$ cat src/rtl/bnn_cmd_loader.sv
// Byte-stream command loader for the BNN core: parses host opcodes,
// double-buffers input/weight/bias vectors, runs the core, returns result.
// Ports:
//   clk, rst_n (async, active low)
//   cmd_valid/cmd_ready/cmd_data : host byte stream
//   bnn_input/bnn_weights/bnn_bias : live vectors
//   bnn_start, bnn_done, bnn_result : core handshake
//   res_valid/res_data : result strobe
//   err : one-cycle error pulse
// Optional: define BNN_LOADER_CKSUM_EN to require an XOR check byte.
module bnn_cmd_loader #(
  parameter int IN_BITS  = 4,
  parameter int W_BITS   = 16,
  parameter int B_BITS   = 16,
  parameter int RES_BITS = 4,
  parameter int TIMEOUT  = 255
) (
  input  logic                clk,
  input  logic                rst_n,
  input  logic                cmd_valid,
  output logic                cmd_ready,
  input  logic [7:0]          cmd_data,
  output logic [IN_BITS-1:0]  bnn_input,
  output logic [W_BITS-1:0]   bnn_weights,
  output logic [B_BITS-1:0]   bnn_bias,
  output logic                bnn_start,
  input  logic                bnn_done,
  input  logic [RES_BITS-1:0] bnn_result,
  output logic                res_valid,
  output logic [7:0]          res_data,
  output logic                err
);

  typedef enum logic [2:0] {
    IDLE, LOAD, CHK, RUN, WAIT, RESP
  } state_t;

  typedef enum logic [1:0] {
    T_IN, T_W, T_B
  } tgt_t;

  localparam int TW = (TIMEOUT > 1) ? $clog2(TIMEOUT) : 1;

  state_t        state;
  tgt_t          tgt;
  logic [2:0]    cnt;
  logic [63:0]   shadow;
  logic [63:0]   next_shadow;
  logic [63:0]   commit_vec;
  logic [7:0]    csum;
  logic [TW-1:0] tmo;
  logic          acc;
  logic          last;
  logic          do_commit;
  logic          do_clear;

  function automatic logic [2:0] last_idx(input tgt_t t);
    unique case (t)
      T_IN:    return 3'((IN_BITS + 7) / 8 - 1);
      T_W:     return 3'((W_BITS + 7) / 8 - 1);
      default: return 3'((B_BITS + 7) / 8 - 1);
    endcase
  endfunction

  assign acc  = cmd_valid && cmd_ready;
  assign last = (cnt == last_idx(tgt));

  always_comb begin
    next_shadow = shadow;
    next_shadow[{cnt, 3'b000} +: 8] = cmd_data;
  end

  // Live vectors only change on a complete (and checked) payload.
  always_comb begin
    do_clear   = acc && (state == IDLE) && (cmd_data == 8'h00);
`ifdef BNN_LOADER_CKSUM_EN
    commit_vec = shadow;
    do_commit  = acc && (state == CHK) && (cmd_data == csum);
`else
    commit_vec = next_shadow;
    do_commit  = acc && (state == LOAD) && last;
`endif
  end

  always_ff @(posedge clk or negedge rst_n) begin
    if (!rst_n) begin
      bnn_input   <= '0;
      bnn_weights <= '0;
      bnn_bias    <= '0;
    end else if (do_clear) begin
      bnn_input   <= '0;
      bnn_weights <= '0;
      bnn_bias    <= '0;
    end else if (do_commit) begin
      unique case (tgt)
        T_IN:    bnn_input   <= commit_vec[IN_BITS-1:0];
        T_W:     bnn_weights <= commit_vec[W_BITS-1:0];
        default: bnn_bias    <= commit_vec[B_BITS-1:0];
      endcase
    end
  end

  always_ff @(posedge clk or negedge rst_n) begin
    if (!rst_n) begin
      state     <= IDLE;
      tgt       <= T_IN;
      cnt       <= '0;
      shadow    <= '0;
      csum      <= '0;
      tmo       <= '0;
      cmd_ready <= 1'b0;
      bnn_start <= 1'b0;
      res_valid <= 1'b0;
      res_data  <= '0;
      err       <= 1'b0;
    end else begin
      bnn_start <= 1'b0;
      res_valid <= 1'b0;
      err       <= 1'b0;
      unique case (state)
        IDLE: begin
          cmd_ready <= 1'b1;
          if (acc) begin
            unique case (cmd_data)
              8'hB1, 8'hB2, 8'hB3: begin
                state  <= LOAD;
                tgt    <= tgt_t'(cmd_data[1:0] - 2'd1);
                cnt    <= '0;
                shadow <= '0;
                csum   <= '0;
                tmo    <= '0;
              end
              8'hB4: begin
                state     <= RUN;
                cmd_ready <= 1'b0;
                bnn_start <= 1'b1;
              end
              8'h00:   ;
              default: err <= 1'b1;
            endcase
          end
        end
        LOAD, CHK: begin
          // An accepted byte always beats timeout expiry.
          if (acc) begin
            tmo <= '0;
            if (state == CHK) begin
              err   <= !do_commit;
              state <= IDLE;
            end else begin
              shadow <= next_shadow;
              csum   <= csum ^ cmd_data;
              cnt    <= cnt + 3'd1;
              if (last) begin
`ifdef BNN_LOADER_CKSUM_EN
                state <= CHK;
`else
                state <= IDLE;
`endif
              end
            end
          end else if (tmo == TW'(TIMEOUT - 1)) begin
            err   <= 1'b1;
            state <= IDLE;
          end else begin
            tmo <= tmo + 1'b1;
          end
        end
        RUN: state <= WAIT;
        WAIT: begin
          if (bnn_done) begin
            res_data  <= 8'(bnn_result);
            res_valid <= 1'b1;
            state     <= RESP;
          end
        end
        RESP: begin
          state     <= IDLE;
          cmd_ready <= 1'b1;
        end
        default: state <= IDLE;
      endcase
    end
  end

endmodule

$ cat config.mk
export PLATFORM = sky130hd
export DESIGN_NAME = bnn_cmd_loader
export DESIGN_NICKNAME = d
export VERILOG_FILES = /design/src/rtl/bnn_cmd_loader.sv
export SDC_FILE = /design/constraint.sdc
export NUM_CORES = 1
export LEC_CHECK = 0
export BUFFER_PORTS_ARGS = -buffer_cell sky130_fd_sc_hd__buf_2
export CAP_MARGIN = 20
export CORE_MARGIN = 8
export CORE_UTILIZATION = 50
export DETAILED_ROUTE_END_ITERATION = 8
export GPL_TIMING_DRIVEN = 0
export PLACE_DENSITY = 0.82
export SYNTH_ARGS = -nofsm -noshare
export SYNTH_HDL_FRONTEND = slang
export SYNTH_SLANG_ARGS = --single-unit
$ cat constraint.sdc
create_clock -name clk -period 3.7 [get_ports clk]
set_input_delay 0.555 -clock clk [delete_from_list [all_inputs] [get_ports clk]]
set_output_delay 0.555 -clock clk [all_outputs]
set_load 0.02 [all_outputs]
### Word level (Yosys, flattened, before mapping)

Index checks and enable logic that the tools add are counted.

* add/subtract/negate cells: 4
* equality and inequality tests: 22
* shifts and indexed selects: 2
* multiplexer cells: 48
* reductions and logical operators: 26

Operators by type and width (count)
* $mux 64: 4
* $pmux 64 s2: 1
* $mux 16: 6
* $bwmux 64: 1
* $shift 8x8->64 const A: 1
* $shiftx 8x8->64: 1
* $eq 8x8->1 const B: 5
* $mux 8: 4
* $mux 3: 10
* $pmux 8 s2: 1
* $mux 1: 13
* $mux 4: 3
* $pmux 3 s2: 2
* $pmux 3 s4: 1
* $reduce_and 5->1: 2
* $reduce_bool 2->1: 5
* $add 8x1->8 const B: 1
* $logic_not 8->1: 1
* $ne 2x2->1 const B: 4
* $neg 6->8: 1
* $reduce_and 2->1: 4
* $eq 3x2->1 const B: 2
* $eq 3x3->1 const B: 2
* $ne 3x3->1 const B: 2
* 18 further kinds: 25

* flip-flop bits (word level): 124
* input port bits: 16
* word-level logic and storage cells: 115

### Longest topological paths before layout

Gate-level depths: netlist of the first run.

* depth in word-level cells: 8
* gate-level depth with buffers: 9

### Worst setup path before layout of the first run

No wires, ideal clock.

* path kind: register to register
* start: register cnt[0]
* end: register bnn_input[0]
* library setup time: 0.099 ns
* arrival time: 2.163 ns
* required time: 3.601 ns
* slack: 1.437 ns
* cell stages (with the launch flop): 9
* buffers on the path: 1
* path through: dfrtp_1 buf_6 inv_1 ha_1 ha_1 nor4b_1 nand2_1 mux2i_1 a311oi_1

* longest elaborated chain between the ends: 6

Ends and longest elaborated chain
* start, declared: RTL line 46 `logic [2:0] cnt;`
* start signal, assigned: RTL line 153 `cnt <= cnt + 3'd1;`
* $neg 6->8: RTL line 70 `next_shadow[{cnt, 3'b000} +: 8] = cmd_data;`
* $shiftx 8x8->64 / $shift 8x8->64 (equally long branches): RTL line 70
* $bwmux 64: RTL line 70
* $mux 4: RTL line 95 `unique case (tgt)`
* $mux 4: RTL line 94 `end else if (do_commit) begin`
* $mux 4: RTL line 90 `end else if (do_clear) begin`
* end signal, assigned: RTL line 96 `T_IN: bnn_input <= commit_vec[IN_BITS-1:0];`
* end, declared: RTL line 23 `output logic [IN_BITS-1:0] bnn_input,`

Several ways; a longest one is shown, not always the timed one. The select of a mux whose other input is x is not followed.
A chain may end at the register's enable or synchronous reset.

### Worst setup path in the final report of the first run

* start: register cnt[0]
* end: register shadow[15]

* longest elaborated chain between the ends: 6

Ends and longest elaborated chain
* $neg 6->8 *: RTL line 70
* $shiftx 8x8->64 / $shift 8x8->64 (equally long branches): RTL line 70
* $bwmux 64 *: RTL line 70
* $mux 64 *: RTL line 147 `if (state == CHK) begin`
* $mux 64 *: RTL line 145 `if (acc) begin`
* $pmux 64 s2 *: RTL line 120 `unique case (state)`
* end signal, assigned: RTL line 151 `shadow <= next_shadow;`
* end, declared: RTL line 47 `logic [63:0] shadow;`

Every way passes the cells marked *; elsewhere a longest branch is shown, timed or not. The select of a mux whose other input is x is not followed.

==> results of run 1 <==
[metal layers]
layer / GRT usage (%) / up-vias
li1: - / 1577
met1: 21.3 / 1684
met2: 29.2 / 136
met3: 4.48 / 32
met4: 11.2 / 0
met5: 0 / -
[cells by family after synthesis]
logic type | count (synthesis) | synth area share, %
AOI/OAI and AO/OA | 135 | 23.6
xor gates and xnor gates | 2 | 0.443
adders and majority gates | 10 | 3.17
buffers and inverters | 44 | 5.29
DFF | 76 | 48.1
muxes | 29 | 7.72
other | 1 | 0.0949
and+or+nand+nor | 88 | 11.6
[cells in the mapped netlist, types with 2 or more instances]
| cell | number | area share (%) |
|---|---|---|
| ha_1 | 10 | 3.2 |
| mux2i_1 | 17 | 4.3 |
| mux2_2 | 12 | 3.4 |
| nor3_1 | 5 | 0.63 |
| dfrtp_1 | 76 | 48 |
| nor2_1 | 22 | 2.1 |
| or4_1 | 2 | 0.38 |
| or2_2 | 4 | 0.63 |
| a311oi_1 | 10 | 2.2 |
| a22oi_1 | 16 | 3.0 |
| and3_1 | 3 | 0.47 |
| nand4_1 | 5 | 0.79 |
| o21ai_0 | 40 | 5.1 |
| and4_1 | 2 | 0.44 |
| buf_6 | 2 | 0.57 |
| a2111oi_4 | 2 | 1.4 |
| o2111ai_1 | 2 | 0.44 |
| buf_4 | 5 | 0.95 |
| buf_2 | 8 | 1.0 |
| o211ai_1 | 12 | 2.3 |
| a211o_1 | 2 | 0.44 |
| a21oi_2 | 2 | 0.44 |
| nand3_1 | 6 | 0.76 |
| o22ai_1 | 9 | 1.4 |
| inv_1 | 13 | 1.2 |
| a21oi_1 | 23 | 2.9 |
| a311oi_2 | 2 | 0.76 |
| nand4bb_1 | 2 | 0.57 |
| nand2_1 | 26 | 2.5 |
| a21o_1 | 3 | 0.57 |
| o41ai_1 | 2 | 0.44 |
| or3_1 | 4 | 0.63 |
| clkbuf_1 | 14 | 1.3 |
[worst max-delay path: stages (launching register included)]
cell and delay, ns:
dfrtp_1 0.38, buf_6 0.13, inv_1 0.04, ha_1 0.21, ha_1 0.31, nand4b_1 0.43
nor3_1 0.90, a22oi_1 0.17, o21ai_0 0.14
[stage by stage]
step	instance area (sq um)	utilization, %	worst slack, ns	hold slack [ns]
4_1_cts	4680	60.8	0.904	0.0598
2_1_floorplan	3960	-	1.44	0.259
3_3_place_gp	4380	57.0	1.08	0.484
3_5_place_dp	4410	57.4	1.00	0.442
6_report	4680	60.8	0.897	0.0601
5_1_grt	4680	60.8	0.709	0.0654
[state kept, by name (all words and copies together) (netlist names)]
name         flops
bnn_bias        16
bnn_input        4
bnn_start        1
bnn_weights     16
cmd_ready        1
cnt              3
err              1
res_data         4
res_valid        1
shadow          16
state            3
tgt              2
tmo              8
[power groups by stage]
stage               Combinational [uW]  Sequential (uW)  Clock, uW
global route                       372              925        870
CTS                                339              918        841
global placement                   317              930          0
floorplan                          213              945          0
finish                             339              918        827
detailed placement                 337              933          0
[how the worst max path moves through the flow]
stage                         to  cells after the start
floorplan           bnn_input[0]                      8
global placement    bnn_input[3]                      8
detailed placement  bnn_input[3]                      8
CTS                   shadow[15]                      8
global route           shadow[9]                      8
finish                shadow[15]                      8
[area by class of cell]
cell class | count | area (sq um)
clock buffers | 10 | 128
plain buffers | 30 | 156
inverters | 14 | 52.6
repair buffers | 59 | 320
flip-flops and latches | 76 | 1900
fillers | 649 | 3010
clock inverters | 6 | 136
multi-input cells | 268 | 1850
well taps | 102 | 128
==> qor.txt, run 1 <==
# hold bufs at CTS: 0
antenna violations before repair: 0
Mapped Avg Cell Area: 10.3 sq um
Clock Latency Late Sink: 0.35 ns
clock period minus worst slack: 2.80 ns
Cell Rows: 32
drt wl/cell: 17.4 um
CTS Buf Count: 9
#FFs+latches synth: 76
PostCTS Resize Cnt: 0
CP Data Arrival Time: 3.06 ns
part of the power in the clock network: 39.7%
Final setup violation count: 0
Post-synth top flop: dfrtp_1
most frequent cells in the layout: dfrtp_1 (76), buf_2 (65), o21ai_0 (40)
NetSw: 563 uW
port bufs: 58
Total GRT Usage: 18.1%
CP Class: flop to flop
CTS tree: yes
Synth async-reset ratio: 100%
clock slew at reported path FFs: 0.08 ns
Core Region: 7690 sq um
met2 WL: 4810 um
Tightest Pin Transition: 0.955 ns
Final Hold Fails: 0
required time of the worst setup path: 3.96 ns
Worst setup EP type: flop
Power Internal: 1520 uW
hpwl dp: 7160 um
TritonRoute pass-1 iters: 7
Vias: 3429
pwr dens: 446 nW/um^2
Vias/cell: 6.07
setup clock skew after layout: 0.0122 ns
RR Startpoint: cnt[0]
Distinct cells, synth: 55
Max-Cap Viols: 0
placed instance count: 549
pin count of the biggest net entering global routing: 61
f_max: 357 MHz
Setup crit start: cnt[0]
R2R setup slack: 0.90 ns
WL final: 9850 um
GRT Residual Overflow: 0
met3 wire length: 572 um
gp weighted congestion: 0.837
sequential share of power: 44.1%
non-filler instance count after layout: 565
r2r worst-path depth: 8
path type of the worst min-delay path: primary input to asynchronous set/reset pin
Seq/Total Area, Yosys: 48.1%
Max-Slew Margin vs Limit: 35.8%
Setup Fix Bufs, Post-CTS: 0
first-pass GRT wire length: 16500 um
vias in the first global route: 3391
status: complete, no violations
Synth Instances: 385
die area: 11000 sq um
Mapped Area: 3950 sq um
Max VDD drop: 0.303 mV
combinational power share: 16.3%
Die Wd: 105 um
# diodes: 0
CTS Buffer Depth: 2
remaining antenna violation count after routing: 0
M1 WL: 4090 um
most common cell after layout, fill and taps aside: dfrtp_1
Lkg Pwr: 0.00221 uW
RR Endpoint: shadow[15]
YS warnings: 0
RSZ-0062 raised after global routing: false
CTS Root Cell: clkbuf_8
Syn-to-layout area delta: 18.3%
nets@finish: 484
Net Sw Frac: 27.0%
period utilization: 75.7%
uppermost routed layer: met4
H-tree depth: 3
share of cells above drive strength 1: 25.1%
setup TNS: 0 ns
Design Power: 2080 uW
max-slew violations: 0
initial cell density of the core: 51.4%
Die Y: 105 um
crit start category: flop
initial DRC count: 209
Clock Sinks: 76
IO Pins: 64
number of synthesized flops with an enable pin: 0
Max FO, Critical Path: 10
# DRC: 0
Power figures use the tool's default switching activity.
==> run 2, diff against run 1 <==
- clock period: 3.7 -> 2.7 ns (I/O delays scaled with it)
==> run 2 against run 1 <==
Combinational power rose by 42%. Via count fell by 1.0%. Final cell count rose by 0.35%. Sequential share of layout area is 0.30 points lower. Clock skew rose by 0.00056 ns. Worst setup slack lost 0.67 ns. Non-clock buffer count up 2. Flip-flop and latch count is the same. Power up 38%.
==> qor.txt, run 2 (synthesis gave the netlist of run 1 again) <==
slowest CP cell: mux2i_1
Clock Sinks: 76 (unchanged)
drt wl/cell: 17.5 um (+0.57%)
nets@finish: 486 (+0.41%)
initial cell density of the core: 51.4% (unchanged)
first-pass GRT wire length: 16600 um (+0.80%)
most frequent CP cell: ha_1
CTS tree: yes
most frequent cells in the layout: dfrtp_1 (76), buf_2 (65), o21ai_0 (40)
Crit path largest cell delay: 0.42 ns (-0.48 ns)
Net Sw Frac: 27.1% (+0.13 points)
Vias/cell: 5.99 (-1.4%)
clock slew at reported path FFs: 0.08 ns (about the same)
Final Worst Setup Slack: 0.231 ns (-0.667 ns)
Max-Cap Viols: 0 (unchanged)
Power Internal: 2090 uW (+38%)
WL final: 9940 um (+0.92%)
Multi-input gate area: 1870 sq um (+0.94%)
H-tree depth: 3 (unchanged)
RSZ-0062 raised after global routing: false
Die Y: 105 um (unchanged)
max-slew violations: 0 (unchanged)
# diodes: 0 (unchanged)
pre-CTS setup slack: -0.000284 ns (-1.00 ns)
Tightest Pin Transition: 0.670 ns (-0.285 ns)
CTS Buf Count: 9 (unchanged)
TritonRoute pass-1 iters: 5 (-2)
biggest regs: bnn_bias (16), bnn_weights (16), shadow (16)
post-route cell area: 4710 sq um (+0.75%)
Register Area: 1900 sq um (unchanged)
final hold slack: 0.286 ns (+0.226 ns)
Die Wd: 105 um (unchanged)
Worst setup EP type: flop
placed cell area: 4410 sq um (unchanged)
Max-Slew Margin vs Limit: 55.1% (+19 points)
initial DRC count: 298 (+43%)
sequential share of power: 43.8% (-0.3 points)
Max FO, Critical Path: 8 (-2)
NetSw: 779 uW (+39%)
clock period minus worst slack: 2.47 ns (-0.333 ns)
path type of the worst min-delay path: primary input to flop
r2r worst-path depth: 8 (unchanged)
CP Class: flop to flop
port bufs: 58 (unchanged)
Cell Rows: 32 (unchanged)
gp weighted congestion: 0.837 (unchanged)
part of the power in the clock network: 39.5% (-0.2 points)
IO Pins: 64 (unchanged)
Worst path depth: 8 (unchanged)
most common cell after layout, fill and taps aside: dfrtp_1
CP Data Arrival Time: 2.67 ns (-0.39 ns)
CP cell instances: buf_6, inv_1, ha_1, ha_1, nor4b_2, nand2_2, mux2i_1, a311oi_1
remaining antenna violation count after routing: 0 (unchanged)
# fillers: 641 (-1.2%)
Lkg Pwr: 0.00221 uW (+0.25%)
setup clock skew after layout: 0.0128 ns (+0.000560 ns)
required time of the worst setup path: 2.90 ns (-1.06 ns)
period utilization: 91.5% (+16 points)
Clock Latency Late Sink: 0.35 ns (about the same)
Syn-to-layout area delta: 19.2%
Max VDD drop: 0.415 mV (+37%)
family with the most delay on the worst path: simple AND/OR/NAND/NOR gates
share of cells above drive strength 1: 26.0% (+0.97 points)
Final Hold Fails: 0 (unchanged)
f_max: 405 MHz (+13%)
combinational power share: 16.7% (+0.4 points)
Design Power: 2870 uW (+38%)
die area: 11000 sq um (unchanged)
Final setup violation count: 0 (unchanged)
pwr dens: 610 nW/um^2 (+37%)
Core Region: 7690 sq um (unchanged)
Hold Path Stages: 2
antenna violations before repair: 0 (unchanged)
status: complete, no violations
CTS Buffer Depth: 2 (unchanged)
pin count of the biggest net entering global routing: 61 (unchanged)
# DRC: 0 (unchanged)
Vias: 3394 (-1.0%)
GRT Residual Overflow: 0 (unchanged)
vias in the first global route: 3378 (-0.38%)
Total GRT Usage: 18.3% (+0.16 points)
CTS Root Cell: clkbuf_8
hpwl dp: 7160 um (unchanged)
crit start category: flop
Bufs and invs on worst path: 2 (unchanged)
[run 2: cell count changes in the layout (fill, tap and decap cells not counted)]
cell | previous run | this run
nand2_2 | 0 | 1
nand2_1 | 26 | 25
nor3_2 | 1 | 2
nor4b_1 | 1 | 0
mux2i_2 | 0 | 1
mux2i_1 | 17 | 16
dlygate4sd3_1 | 0 | 1
buf_4 | 6 | 7
nor4b_2 | 0 | 1
nor3_1 | 5 | 4
[run 2: path summary, 6_finish.rpt]
check	start	endpoint	slack, ns
setup reg to reg	cnt[0]	bnn_input[2]	0.23
hold / removal	bnn_result[3]	res_data[3]	0.29
max in group asynchronous	rst_n	shadow[6]	1.67
min in group asynchronous	rst_n	tmo[6]	0.45
setup / recovery	cnt[0]	bnn_input[2]	0.23
hold reg to reg	res_data[1]	res_data[1]	0.51
[run 2: layout make-up]
class | count | share of cell area (%)
clock inverters | 6 | 2.90
flip-flops and latches | 76 | 40.4
multi-input cells | 268 | 39.7
plain buffers | 30 | 3.32
repair buffers | 61 | 7.17
well taps | 102 | 2.71
clock buffers | 10 | 2.71
inverters | 14 | 1.12
[run 2: through the flow]
| stage | cells | util (%) | TNS, ns |
|---|---|---|---|
| 3_3_place_gp | 548 | 57.0 | 0 |
| 6_report | 567 | 61.3 | 0 |
| 4_1_cts | 566 | 61.1 | 0 |
| 2_1_floorplan | 388 | - | 0 |
| 3_5_place_dp | 549 | 57.4 | -0.000284 |
| 5_1_grt | 567 | 61.3 | 0 |
[run 2: routing by layer]
metal,GRT usage [%],vias up,part of all wire (%)
met1,21.8,1658,41
met5,0,-,0
met4,10.5,0,3.0
li1,-,1581,-
met2,29.5,128,50
met3,4.55,27,5.6
[run 2: worst register-to-register path, delay by kind of cell, from the launching register on]
family	cells	cell delay, ns
adder cells (fa/ha/maj)	2	0.52
AND/OR/NAND/NOR	2	0.67
AO/OA/AOI/OAI	1	0.15
multiplexers	1	0.42
flip-flops	1	0.38
buffers and inverters	2	0.19
[run 2: what timing repair did]
action	4_1_cts	5_1_grt
hold endpoints to repair	16	0
gates cloned	0	0
gates resized for setup	3	1
endpoints found under the setup margin	10	29
pin swaps	0	1
hold buffers	1	0
buffers inserted	0	1
[run 2: power groups by stage]
stage	combinational [uW]	clock (uW)	sequential (uW)
2_1_floorplan	292	0	1300
3_3_place_gp	434	0	1270
3_5_place_dp	461	0	1280
4_1_cts	471	1150	1260
5_1_grt	526	1190	1270
6_report	481	1130	1260
==> run 3, diff against run 2 <==
- clock period: 2.7 -> 3.15 ns (I/O delays scaled with it)
==> run 3 against run 2 <==
Count of clock-buffer cells in the layout unchanged. Clock skew increased by 0.0029 ns. Clock power decreased by 14%. First-iteration DRC count decreased by 21%. Sequential power decreased by 14%.
==> qor.txt, run 3 (synthesis gave the netlist of run 1 again) <==
f_max: 357 MHz (-12%)
Final Hold Fails: 0 (unchanged)
# diodes: 0 (unchanged)
Die Wd: 105 um (unchanged)
Clock Sinks: 76 (unchanged)
CTS tree: yes
# fillers: 646 (+0.78%)
CTS Buffer Depth: 2 (unchanged)
setup clock skew after layout: 0.0157 ns (+0.00287 ns)
Setup Fix Bufs, Post-CTS: 0 (unchanged)
post-route cell area: 4690 sq um (-0.53%)
# DRC: 0 (unchanged)
Total GRT Usage: 18.1% (-0.16 points)
placed instance count: 549 (unchanged)
CTS Root Cell: clkbuf_8
Clock Latency Late Sink: 0.35 ns (about the same)
Final setup violation count: 0 (unchanged)
path type of the worst min-delay path: primary input to flop
gp weighted congestion: 0.837 (unchanged)
antenna violations before repair: 0 (unchanged)
drt wl/cell: 17.5 um (-0.34%)
Design Power: 2450 uW (-15%)
remaining antenna violation count after routing: 0 (unchanged)
required time of the worst setup path: 3.41 ns (+0.51 ns)
port bufs: 58 (unchanged)
Syn-to-layout area delta: 18.6%
max-slew violations: 0 (unchanged)
Max-Cap Viols: 0 (unchanged)
nets@finish: 485 (-0.21%)
Worst setup EP type: flop
Vias/cell: 6.04 (+0.97%)
most common cell after layout, fill and taps aside: dfrtp_1
Lkg Pwr: 0.00221 uW (about the same)
CTS Buf Count: 9 (unchanged)
die area: 11000 sq um (unchanged)
RSZ-0062 raised after global routing: false
placed cell area: 4410 sq um (unchanged)
Die Y: 105 um (unchanged)
Max FO, Critical Path: 10 (+2)
vias in the first global route: 3391 (+0.38%)
CP Data Arrival Time: 3.06 ns (+0.39 ns)
CP Class: flop to flop
clock period minus worst slack: 2.80 ns (+0.333 ns)
TritonRoute pass-1 iters: 5 (unchanged)
setup TNS: 0 ns (unchanged)
biggest regs: bnn_bias (16), bnn_weights (16), shadow (16)
Cell Rows: 32 (unchanged)
most frequent cells in the layout: dfrtp_1 (76), buf_2 (65), o21ai_0 (40)
RR Startpoint: cnt[0]
first-pass GRT wire length: 16500 um (-0.79%)
initial cell density of the core: 51.4% (unchanged)
initial DRC count: 235 (-21%)
Min-Delay Startpoint: bnn_result[3]
crit start category: flop
share of cells above drive strength 1: 25.0% (-1.0 points)
hpwl dp: 7160 um (unchanged)
clock slew at reported path FFs: 0.08 ns (about the same)
Tightest Pin Transition: 0.955 ns (+0.284 ns)
pwr dens: 523 nW/um^2 (-14%)
IO Pins: 64 (unchanged)
Max VDD drop: 0.356 mV (-14%)
Max-Slew Margin vs Limit: 35.9% (-19 points)
pin count of the biggest net entering global routing: 61 (unchanged)
period utilization: 89.0% (-2.5 points)
status: complete, no violations
non-filler instance count after layout: 566 (-0.18%)
WL final: 9890 um (-0.51%)
Vias: 3421 (+0.80%)
GRT Residual Overflow: 0 (unchanged)
Setup crit start: cnt[0]
Core Region: 7690 sq um (unchanged)
H-tree depth: 3 (unchanged)
==> run 3: path summary, 6_finish.rpt <==
kind	endpoint	slack, ns	depth (start not counted)
max	shadow[15]	0.35	8
min	res_data[3]	0.36	2
max reg2reg	shadow[15]	0.35	8
min reg2reg	res_data[1]	0.51	1
max in group asynchronous	shadow[6]	2.06	3
min in group asynchronous	tmo[6]	0.52	2
==> run 3: worst max-delay path, stage by stage (launching register included) <==
cell and delay (ns):
dfrtp_1 0.38, buf_6 0.13, inv_1 0.04, ha_1 0.21, ha_1 0.31, nand4b_1 0.42, nor3_1 0.90, a22oi_1 0.17
o21ai_0 0.14
==> run 3: through the flow <==
stage,hold WS (ns),worst slack [ns],utilization (%)
CTS,0.345,0.354,61.0
floorplan,0.177,0.887,-
detailed placement,0.359,0.450,57.4
global route,0.345,0.159,61.0
finish,0.356,0.348,61.0
global placement,0.484,0.533,57.0
==> run 3: cell type report <==
cell class / count / area, sq um / area share, %
inverter: 14 / 52.6 / 1.12
clock inverter: 6 / 136 / 2.91
timing repair buffer: 60 / 330 / 7.05
multi-input combinational: 268 / 1850 / 39.5
sequential: 76 / 1900 / 40.6
tap: 102 / 128 / 2.72
buffer: 30 / 156 / 3.34
clock buffer: 10 / 128 / 2.72
==> run 3: power by group <==
| group | leakage [uW] | internal [uW] | switching (uW) |
|---|---|---|---|
| logic | 0.00113 | 153 | 246 |
| registers | 0.000953 | 1030 | 51.9 |
| clock network | 0.000127 | 608 | 366 |
| total | 0.00221 | 1790 | 664 |
==> run 3: timing repair <==
| item | in CTS | in global routing |
|---|---|---|
| hold endpoints to repair | 16 | 0 |
| hold buffers | 1 | 0 |
| resized for setup | 0 | 0 |
==> run 3: metal layers <==
| layer | routed length (um) | track usage (%) | vias up |
|---|---|---|---|
| met5 | 0 | 0 | - |
| met2 | 4820 | 29.2 | 122 |
| met4 | 380 | 11.2 | 0 |
| met1 | 4140 | 21.3 | 1688 |
| li1 | - | - | 1579 |
| met3 | 555 | 4.48 | 32 |
